--- src/rtl/adc_pkg.sv ---
// adc_pkg: capture FSM states and constants shared by the ADC capture block.
package adc_pkg;

    localparam int LEAD_DEFAULT = 2;
    // Extra accumulator bits: room for up to 2^7 frames of full-scale samples.
    localparam int ACC_HEADROOM = 7;

    typedef enum logic [1:0] {
        ST_IDLE  = 2'd0,
        ST_LEAD  = 2'd1,
        ST_SHIFT = 2'd2,
        ST_DONE  = 2'd3
    } adc_state_e;

endpackage

--- src/rtl/adc_lane.sv ---
// adc_lane: one converter lane -- serial shift-in, sample register,
// window accumulator/mean and sticky over-limit flag.
module adc_lane
    import adc_pkg::*;
#(
    parameter int BITS = 12
) (
    input  logic            clk,
    input  logic            reset_n,
    input  logic            sdata_i,
    input  logic            shift_en_i,
    input  logic            load_i,
    input  logic            acc_en_i,
    input  logic            win_last_i,
    input  logic            win_clr_i,
    input  logic [2:0]      lg_i,
    input  logic [BITS-1:0] limit_i,
    input  logic            clear_i,
    output logic [BITS-1:0] sample_o,
    output logic [BITS-1:0] avg_o,
    output logic            over_o
);

    logic [BITS-1:0]              sh_q, sh_d, smp_q, avg_q;
    logic [BITS+ACC_HEADROOM-1:0] acc_q, acc_sum;
    logic                         over_q, trip_q, trip;

    // Next shift value, trip decision on the completed word, running sum
    always_comb begin
        sh_d    = {sh_q[BITS-2:0], sdata_i};
        trip    = load_i && (sh_d > limit_i);
        acc_sum = acc_q + {{ACC_HEADROOM{1'b0}}, smp_q};
    end

    // Shift register, sample, limit flag and averaging state
    always_ff @(posedge clk) begin
        if (!reset_n) begin
            sh_q   <= '0;
            smp_q  <= '0;
            avg_q  <= '0;
            acc_q  <= '0;
            over_q <= 1'b0;
            trip_q <= 1'b0;
        end else begin
            if (shift_en_i) sh_q <= sh_d;
            if (load_i) smp_q <= sh_d;
            // trip_q also blocks a clear in the sample_valid cycle itself,
            // so a trip always survives a coincident clear
            trip_q <= trip;
            if (trip) over_q <= 1'b1;
            else if (clear_i && !trip_q) over_q <= 1'b0;
            if (win_clr_i) begin
                acc_q <= '0;
            end else if (acc_en_i) begin
                if (win_last_i) begin
                    acc_q <= '0;
                    avg_q <= BITS'(acc_sum >> lg_i);
                end else begin
                    acc_q <= acc_sum;
                end
            end
        end
    end

    assign sample_o = smp_q;
    assign avg_o    = avg_q;
    assign over_o   = over_q;

endmodule

--- src/rtl/adc_capture_mc.sv ---
// adc_capture_mc: periodic multi-lane serial ADC frame capture with
// windowed averaging and per-lane over-limit detection.
module adc_capture_mc
    import adc_pkg::*;
#(
    parameter int NUM_CH = 4,
    parameter int BITS   = 12,
    parameter int LEAD   = LEAD_DEFAULT,
    parameter int PERIOD = 20
) (
    input  logic                   clk,
    input  logic                   reset_n,
    input  logic                   enable,
    output logic                   ad_cs,
    input  logic [NUM_CH-1:0]      ad_sdata,
    output logic [NUM_CH*BITS-1:0] sample_data,
    output logic                   sample_valid,
    input  logic [2:0]             avg_log2,
    output logic [NUM_CH*BITS-1:0] avg_data,
    output logic                   avg_valid,
    input  logic [NUM_CH*BITS-1:0] limit,
    output logic [NUM_CH-1:0]      over_limit,
    input  logic                   clear_limit
);

    localparam int CW = $clog2(PERIOD);

    if (PERIOD < LEAD + BITS + 2) begin : g_period_check
        $error("adc_capture_mc: PERIOD must be at least LEAD+BITS+2");
    end

    adc_state_e      state_q, state_d;
    logic [CW-1:0]   cnt_q, cnt_d, ph_q, ph_d;
    logic            cs_q, sv_q, av_q;
    logic            shift_en, load;
    logic [7:0]      win_q;
    logic [2:0]      lg_q, eff_lg;
    logic            win_last, win_clr;

    // Frame FSM; ph counts frame cycles so a frame finishes even if enable drops
    always_comb begin
        state_d  = state_q;
        ph_d     = ph_q;
        shift_en = 1'b0;
        load     = 1'b0;
        cnt_d    = '0;
        if (enable) cnt_d = (cnt_q == CW'(PERIOD - 1)) ? '0 : cnt_q + 1'b1;
        unique case (state_q)
            ST_IDLE: begin
                ph_d = '0;
                if (enable && cnt_q == '0) begin
                    ph_d    = CW'(1);
                    state_d = (LEAD == 0) ? ST_SHIFT : ST_LEAD;
                end
            end
            ST_LEAD: begin
                ph_d = ph_q + CW'(1);
                if (ph_q == CW'(LEAD)) state_d = ST_SHIFT;
            end
            ST_SHIFT: begin
                shift_en = 1'b1;
                ph_d     = ph_q + CW'(1);
                if (ph_q == CW'(LEAD + BITS)) begin
                    load    = 1'b1;
                    state_d = ST_DONE;
                end
            end
            ST_DONE: begin
                ph_d    = '0;
                state_d = ST_IDLE;
            end
        endcase
    end

    // Window bookkeeping; the first frame of a window uses avg_log2 live
    always_comb begin
        eff_lg   = (win_q == '0) ? avg_log2 : lg_q;
        win_last = (win_q + 8'd1) == (8'd1 << eff_lg);
        win_clr  = !enable && (state_q == ST_IDLE);
    end

    // FSM, period counter, chip select and sample strobe registers
    always_ff @(posedge clk) begin
        if (!reset_n) begin
            state_q <= ST_IDLE;
            cnt_q   <= '0;
            ph_q    <= '0;
            cs_q    <= 1'b1;
            sv_q    <= 1'b0;
        end else begin
            state_q <= state_d;
            cnt_q   <= cnt_d;
            ph_q    <= ph_d;
            cs_q    <= !(state_d == ST_LEAD || state_d == ST_SHIFT);
            sv_q    <= load;
        end
    end

    // Averaging window frame count and latched window size
    always_ff @(posedge clk) begin
        if (!reset_n) begin
            win_q <= '0;
            lg_q  <= '0;
            av_q  <= 1'b0;
        end else begin
            av_q <= sv_q && win_last;
            if (win_clr) begin
                win_q <= '0;
            end else if (sv_q) begin
                if (win_q == '0) lg_q <= avg_log2;
                win_q <= win_last ? '0 : win_q + 8'd1;
            end
        end
    end

    for (genvar i = 0; i < NUM_CH; i++) begin : g_lane
        adc_lane #(.BITS(BITS)) u_lane (
            .clk        (clk),
            .reset_n    (reset_n),
            .sdata_i    (ad_sdata[i]),
            .shift_en_i (shift_en),
            .load_i     (load),
            .acc_en_i   (sv_q),
            .win_last_i (win_last),
            .win_clr_i  (win_clr),
            .lg_i       (eff_lg),
            .limit_i    (limit[i*BITS +: BITS]),
            .clear_i    (clear_limit),
            .sample_o   (sample_data[i*BITS +: BITS]),
            .avg_o      (avg_data[i*BITS +: BITS]),
            .over_o     (over_limit[i])
        );
    end

    assign ad_cs        = cs_q;
    assign sample_valid = sv_q;
    assign avg_valid    = av_q;

endmodule
--- config.mk ---
export PLATFORM = sky130hd
export DESIGN_NAME = adc_capture_mc
export DESIGN_NICKNAME = d
export VERILOG_FILES = /design/src/rtl/adc_pkg.sv /design/src/rtl/adc_lane.sv /design/src/rtl/adc_capture_mc.sv
export SDC_FILE = /design/constraint.sdc
export NUM_CORES = 1
export LEC_CHECK = 0
export ABC_AREA = 0
export CORE_AREA = 2 2 168 211
export CTS_CLUSTER_SIZE = 40
export DETAILED_ROUTE_END_ITERATION = 10
export DIE_AREA = 0 0 170 213
export GPL_ROUTABILITY_DRIVEN = 0
export PLACE_DENSITY_LB_ADDON = 0.1
export SETUP_SLACK_MARGIN = 0.5
export SYNTH_ARGS = -nofsm -noshare
export SYNTH_HDL_FRONTEND = slang
export SYNTH_SLANG_ARGS = --single-unit
--- constraint.sdc ---
create_clock -name clk -period 3.2 [get_ports clk]
set_clock_uncertainty 0.1 [all_clocks]
set_input_delay 0.96 -clock clk [delete_from_list [all_inputs] [get_ports clk]]
set_output_delay 0.96 -clock clk [all_outputs]
set_load 0.005 [all_outputs]
## Yosys cells after proc, flatten, opt, wreduce, memory -nomap -nowiden

Cells that the tools add are included.

| cells by class | value |
|---|---|
| add/sub/neg operators | 7 |
| magnitude comparators | 4 |
| eq/ne operators | 9 |
| shift-type cells | 5 |
| multiplexer cells | 23 |
| bitwise gates (word level) | 3 |
| reductions and logical operators | 30 |

Operator list:

| operator | number |
|---|---|
| $add A19 B12 Y19 | 4 |
| $mux W19 | 4 |
| $shr A19 B3 Y12 | 4 |
| $gt A12 B12 Y1 | 4 |
| $pmux W5 S3 | 1 |
| $mux W1 | 12 |
| $logic_and A1 B1 Y1 | 11 |
| $add A5 B1 Y5 const B | 2 |
| $add A8 B1 Y8 const B | 1 |
| $eq A8 B8 Y1 | 1 |
| $logic_not A8 Y1 | 1 |
| $mux W8 | 1 |
| $pmux W2 S4 | 1 |
| $reduce_bool A2 Y1 | 4 |
| $shl A1 B3 Y8 const A | 1 |
| $eq A2 B2 Y1 const B | 3 |
| $logic_not A1 Y1 | 6 |
| $mux W2 | 3 |
| $eq A5 B2 Y1 const B | 1 |
| $eq A5 B4 Y1 const B | 1 |
| $eq A5 B5 Y1 const B | 1 |
| $logic_not A5 Y1 | 1 |
| $eq A2 B1 Y1 const B | 2 |
| $reduce_or A2 Y1 | 2 |
| other kinds (7) | 9 |

| word-level totals | value |
|---|---|
| flip-flop bits (word level) | 250 |
| input bits | 59 |
| output and inout port bits | 103 |
| logic and storage cells | 113 |

## Logic depth before layout (Yosys ltp)

| logic depth | value |
|---|---|
| depth in word-level cells | 7 |
| depth in mapped cells | 15 |
| gate-level depth less buffers | 12 |

## Hierarchy

From an unflattened synthesis, not the netlist that was laid out.

| unflattened totals | value |
|---|---|
| cells, all modules | 2031 |
| area, all modules | 17090.1 sq um |

By module, submodules not included:

| module | times used | cells an instance | area each (sq um) | seq. area each (sq um) |
|---|---|---|---|---|
| adc_lane (g_lane[1].u_lane ...) | 2 | 451 | 3846.2 | 1121.1 |
| adc_lane (g_lane[3].u_lane) | 1 | 477 | 3890.0 | 1121.1 |
| adc_lane (g_lane[0].u_lane) | 1 | 447 | 3846.2 | 1121.1 |
| adc_capture_mc | 1 | 205 | 1661.6 | 520.5 |

## Worst setup path after synthesis

Ideal clock, no wire load.

| timing path | value |
|---|---|
| path type | flip-flop to flip-flop |
| start point | reg win_q[0] |
| end point | reg g_lane[3].u_lane.avg_q[8] |
| library setup time | 123 ps |
| data arrival time | 3106 ps |
| required time | 2977 ps |
| path slack | -129 ps |
| stages on the path, launching flop included | 15 |
| path buffers | 3 |
| period minus slack after synthesis | 3329 ps |
| cell sequence | dfxtp_1 -> clkbuf_1 -> inv_1 -> ha_1 -> or4b_4 -> or4_1 -> a211o_1 -> a2bb2oi_1 -> o2bb2ai_1 -> nor3_2 -> buf_4 -> nand2_2 -> buf_2 -> a31oi_1 -> a21oi_1 |

| on the way | value |
|---|---|
| word-level cells in the longest chain between the ends | 5 |
| elaborated cells between the ends (all ways) | 7 |
| classes of those cells | add/sub: 1; eq/ne: 1; shift: 2; mux: 1; reduce/logical: 2 |

RTL lines:

| item | line | text |
|---|---|---|
| start, declared | adc_capture_mc.sv:36 | `logic [7:0] win_q;` |
| start signal, assigned | adc_capture_mc.sv:111 | `win_q <= win_last ? '0 : win_q + 8'd1;` |
| branches (longest 5 deep; another with $add A8 B1 Y8) | -- |  |
| end signal, assigned | adc_lane.sv:57 | `avg_q <= BITS'(acc_sum >> lg_i);` |
| end, declared | adc_lane.sv:24 | `logic [BITS-1:0] sh_q, sh_d, smp_q, avg_q;` |

Parallel ways; which one is timed is not known.
A chain may end at the register's enable or synchronous reset.

## Worst setup path after layout

| timing path | value |
|---|---|
| start point | reg win_q[0] |
| end point | reg g_lane[2].u_lane.acc_q[18] |

| on the way | value |
|---|---|
| word-level cells in the longest chain between the ends | 5 |
| elaborated cells between the ends (all ways) | 6 |
| classes of those cells | add/sub: 1; eq/ne: 1; shift: 1; mux: 2; reduce/logical: 1 |

RTL lines:

| item | line | text |
|---|---|---|
| branches (longest 3 deep; another with $add A8 B1 Y8) | -- |  |
| $eq A8 B8 Y1 * | adc_capture_mc.sv:78 | `win_last = (win_q + 8'd1) == (8'd1 << eff_lg);` |
| $mux W19 * | adc_lane.sv:55 | `if (win_last_i) begin` |
| end signal, assigned | adc_lane.sv:59 | `acc_q <= acc_sum;` |
| end, declared | adc_lane.sv:25 | `logic [BITS+ACC_HEADROOM-1:0] acc_q, acc_sum;` |

Every way passes the cells marked *.

==> results.md <==
- Status: finished with violations
- Violated checks: negative setup slack
- CORE AREA: between 30,000 and 40,000 um^2
- Peak supply drop: between 0.0003 and 0.0004 V
- Largest net degree at the start of global routing: 66
- Number of buffers and inverters on the critical path: 2
- Port bufs: ~160
- Power density over cell area: roughly 330 nW/um^2
- Remaining antenna violation count: 0
- Tmin final: 3.41 ns
- Final setup violation count: roughly 130
- Reg-to-Reg Start: win_q[0]
- Critical path capture point type: flop
- CP max-delay cell: or4_4
- Post-DP HPWL: 38,400 um
- R2r endpoint: g_lane[2].u_lane.acc_q[18]
- Max Slew Vio Count: 0
- RSZ-0062 raised after global routing: yes
- Final WL: 53,900 um
- Synth warn: 0
- Cell family with most CP delay: simple AND/OR/NAND/NOR gates
- Num ports: about 160
- Syn Inst Count: 2,065
- Syn Nets: 2,233
- Vias in the first global route: 15.7k
- Antenna violations before repair: 0
- Top post-synthesis cells by area: dfxtp_1, ha_1, a21oi_1
- WL/cell: between 15 and 20 um
- Final worst setup slack: -0.213 ns
- Slew headroom: 38.1%
- WP data arrival: 3.75 ns
- Drt drc: 0
- Peak Freq: 0.293 GHz
- FF-to-FF path depth: 12
- Flop2flop setup slack: -0.21 ns
- Avg Cell Area, Syn: 7.68 um^2
- Crit path cell chain: inv_2, ha_4, or4b_4, or4_4, a211o_1, a2bb2oi_2, o2bb2ai_4, buf_6, or3_4, a21o_1, a22oi_1, nor2_1
- Grt ovf: 0
- Hold depth: 1
- Vias/cell: 5.86
- DRT iter0 DRCs: between 1k and 1.5k
- Share of post-route cells with drive strength above 1: a little over a fifth
- Leakage: 0.00862 uW
- Final net count: 2,546
- Max stage delay on crit path: 0.51 ns
- Top FF cell, synth: dfxtp_1
- Startpoint Class: flop
- CTS max path bufs: 3
- Levels on crit path: 12
- Chip height: 213 um
- Critical path class: reg -> reg
- Number of synthesized flops with an enable pin: 0
- Util after Layout: 63.8%
- H-Tree Depth: 1
- HP Start: cnt_q[0]
- Die Wd: about 170 um
- First-pass GRT wire length: 82,300 um
- Worst-margin pin slew: about 0.92 ns
- FILL cells: between 2k and 3k
- CTS tree: yes
- Initial Utilization: 46.3%
- DRT Pass-1 Iters: 5
- Critical-path maximum fanout: 7
- Final hold vios: 0
- Hold EP: cnt_q[0]
- MaxCap Viol Count: 0
- Ys async rst share: 0%
- Post-synth top area cell: dfxtp_1
- Synth-to-Final Area Change: 37.8%
- Via count: 16.6k
- Cell variety after synth: 84
- Worst-path clk slew: 0.07 ns
- Final Power: slightly above 7000 uW
- Clk sink count: 250
- Critical Path RT: ~3.5 ns
- Root Driver: clkbuf_16
- Number of CTS-inserted buffers: 26
- Tcrit/Tclk final: 107%
- Seq/Total Area, Yosys: between 30% and 40%
- Row cnt: 76
- Register bit count reported by yosys: between 200 and 300
- Number of antenna diodes: 0
- HP Class: reg -> reg
- Total Routing Usage GR: 28.4%
- Synth top area share: 31.6%
- Die footprint: 36,200 um^2
- Clock latency on the worst-skew pair: 0.55 ns
- Synthesized cell area: 15,900 um^2
==> worst max path at each step <==
stage | startpoint | end | slack, ns
global route | win_q[0] | g_lane[2].u_lane.avg_o[7] | -0.29
finish | win_q[0] | g_lane[2].u_lane.acc_q[18] | -0.21
floorplan | win_q[0] | g_lane[2].u_lane.acc_q[18] | -0.05
global placement | avg_log2[1] | g_lane[3].u_lane.avg_o[10] | -0.72
CTS | win_q[0] | g_lane[2].u_lane.acc_q[18] | -0.21
detailed placement | avg_log2[1] | g_lane[3].u_lane.avg_o[10] | -0.74
==> layout make-up <==
type	count	area (um^2)	share of cell area, %
clock inverter	15	245	1.12
clock buffer	32	694	3.18
inverter	87	328	1.50
timing repair buffer	420	4170	19.1
tap	429	537	2.46
sequential	250	5020	23.0
multi-input combinational	1593	10900	49.7
==> layer usage <==
metal	global-route usage, %	routed length [um]	vias up
li1	-	-	7982
met1	33.9	21800	7854
met2	50.1	26100	571
met3	3.69	2990	156
met4	14.4	3050	0
met5	0	0	-
==> synthesized netlist by cell type, types with 12 or more instances <==
cell type,number
buf_2,20
buf_1,12
nor2b_1,15
dfxtp_1,250
nor3_1,35
a31oi_1,21
nor2_1,192
a21o_1,34
nand4_1,16
nand3_1,79
o21ai_0,110
clkbuf_1,98
a21oi_1,239
nand2b_1,17
o211ai_1,29
nand3b_1,13
xnor2_1,46
and2_1,15
o31ai_1,13
mux2i_1,69
xor2_1,27
ha_1,105
a2bb2oi_1,12
or3_1,16
inv_1,85
a211oi_1,24
and3_1,12
nand2_1,285
==> power by group <==
| group | leakage (uW) | internal [uW] | switching, uW |
|---|---|---|---|
| clock network | 0.000440 | 2030 | 1350 |
| logic | 0.00616 | 282 | 370 |
| registers | 0.00202 | 3120 | 5.98 |
| total | 0.00862 | 5430 | 1720 |
==> flip-flops by register name, summed over array words and instances (netlist names) <==
signal	count
avg_valid	1
g_lane.u_lane.sh_q	44
g_lane.u_lane.acc_q	76
ad_cs	1
g_lane.u_lane.over_o	4
lg_q	3
g_lane.u_lane.trip_q	4
sample_valid	1
state_q	2
win_q	8
g_lane.u_lane.avg_o	48
cnt_q	5
g_lane.u_lane.sample_o	48
ph_q	5
==> metrics by stage <==
step / hold WS, ns / TNS, ns / setup WS [ns] / cells / area, um^2
detailed placement: 0.356 / -73.45 / -0.740 / 2734 / 19400
floorplan: 0.330 / -0.613 / -0.0458 / 2065 / 16000
global placement: 0.344 / -68.80 / -0.721 / 2734 / 19400
finish: 0.364 / -15.48 / -0.213 / 2826 / 21800
global route: 0.384 / -25.97 / -0.289 / 2826 / 21800
CTS: 0.367 / -15.59 / -0.208 / 2798 / 20900
==> placed cells by master (no fill, tap or decap), drive strengths merged, types with 29 or more instances in the layout <==
cell type and instances:
nand2 288, buf 252, dfxtp 250, a21oi 239
nor2 193, clkdlybuf4s50 159, o21ai 113, ha 105
inv 86, nand3 79, mux2i 69, xnor2 46
clkbuf 40, nor3 37, a21o 34, o211ai 29
==> cell families after synthesis <==
group | after synthesis | synth area share (%)
AO/OA/AOI/OAI | 599 | 23.6
XOR/XNOR | 73 | 4.03
buffers and inverters | 223 | 5.58
flip-flops | 250 | 31.6
AND/OR/NAND/NOR | 732 | 21.1
multiplexers | 79 | 5.28
adder cells (fa/ha/maj) | 109 | 8.79
==> what timing repair did <==
action	4_1_cts	5_1_grt
pin swaps	47	58
gates cloned	5	10
buffers inserted	12	18
resized for setup	108	134
setup endpoints to repair	137	140
hold buffers	0	0
(Power assumes the default switching activity.)
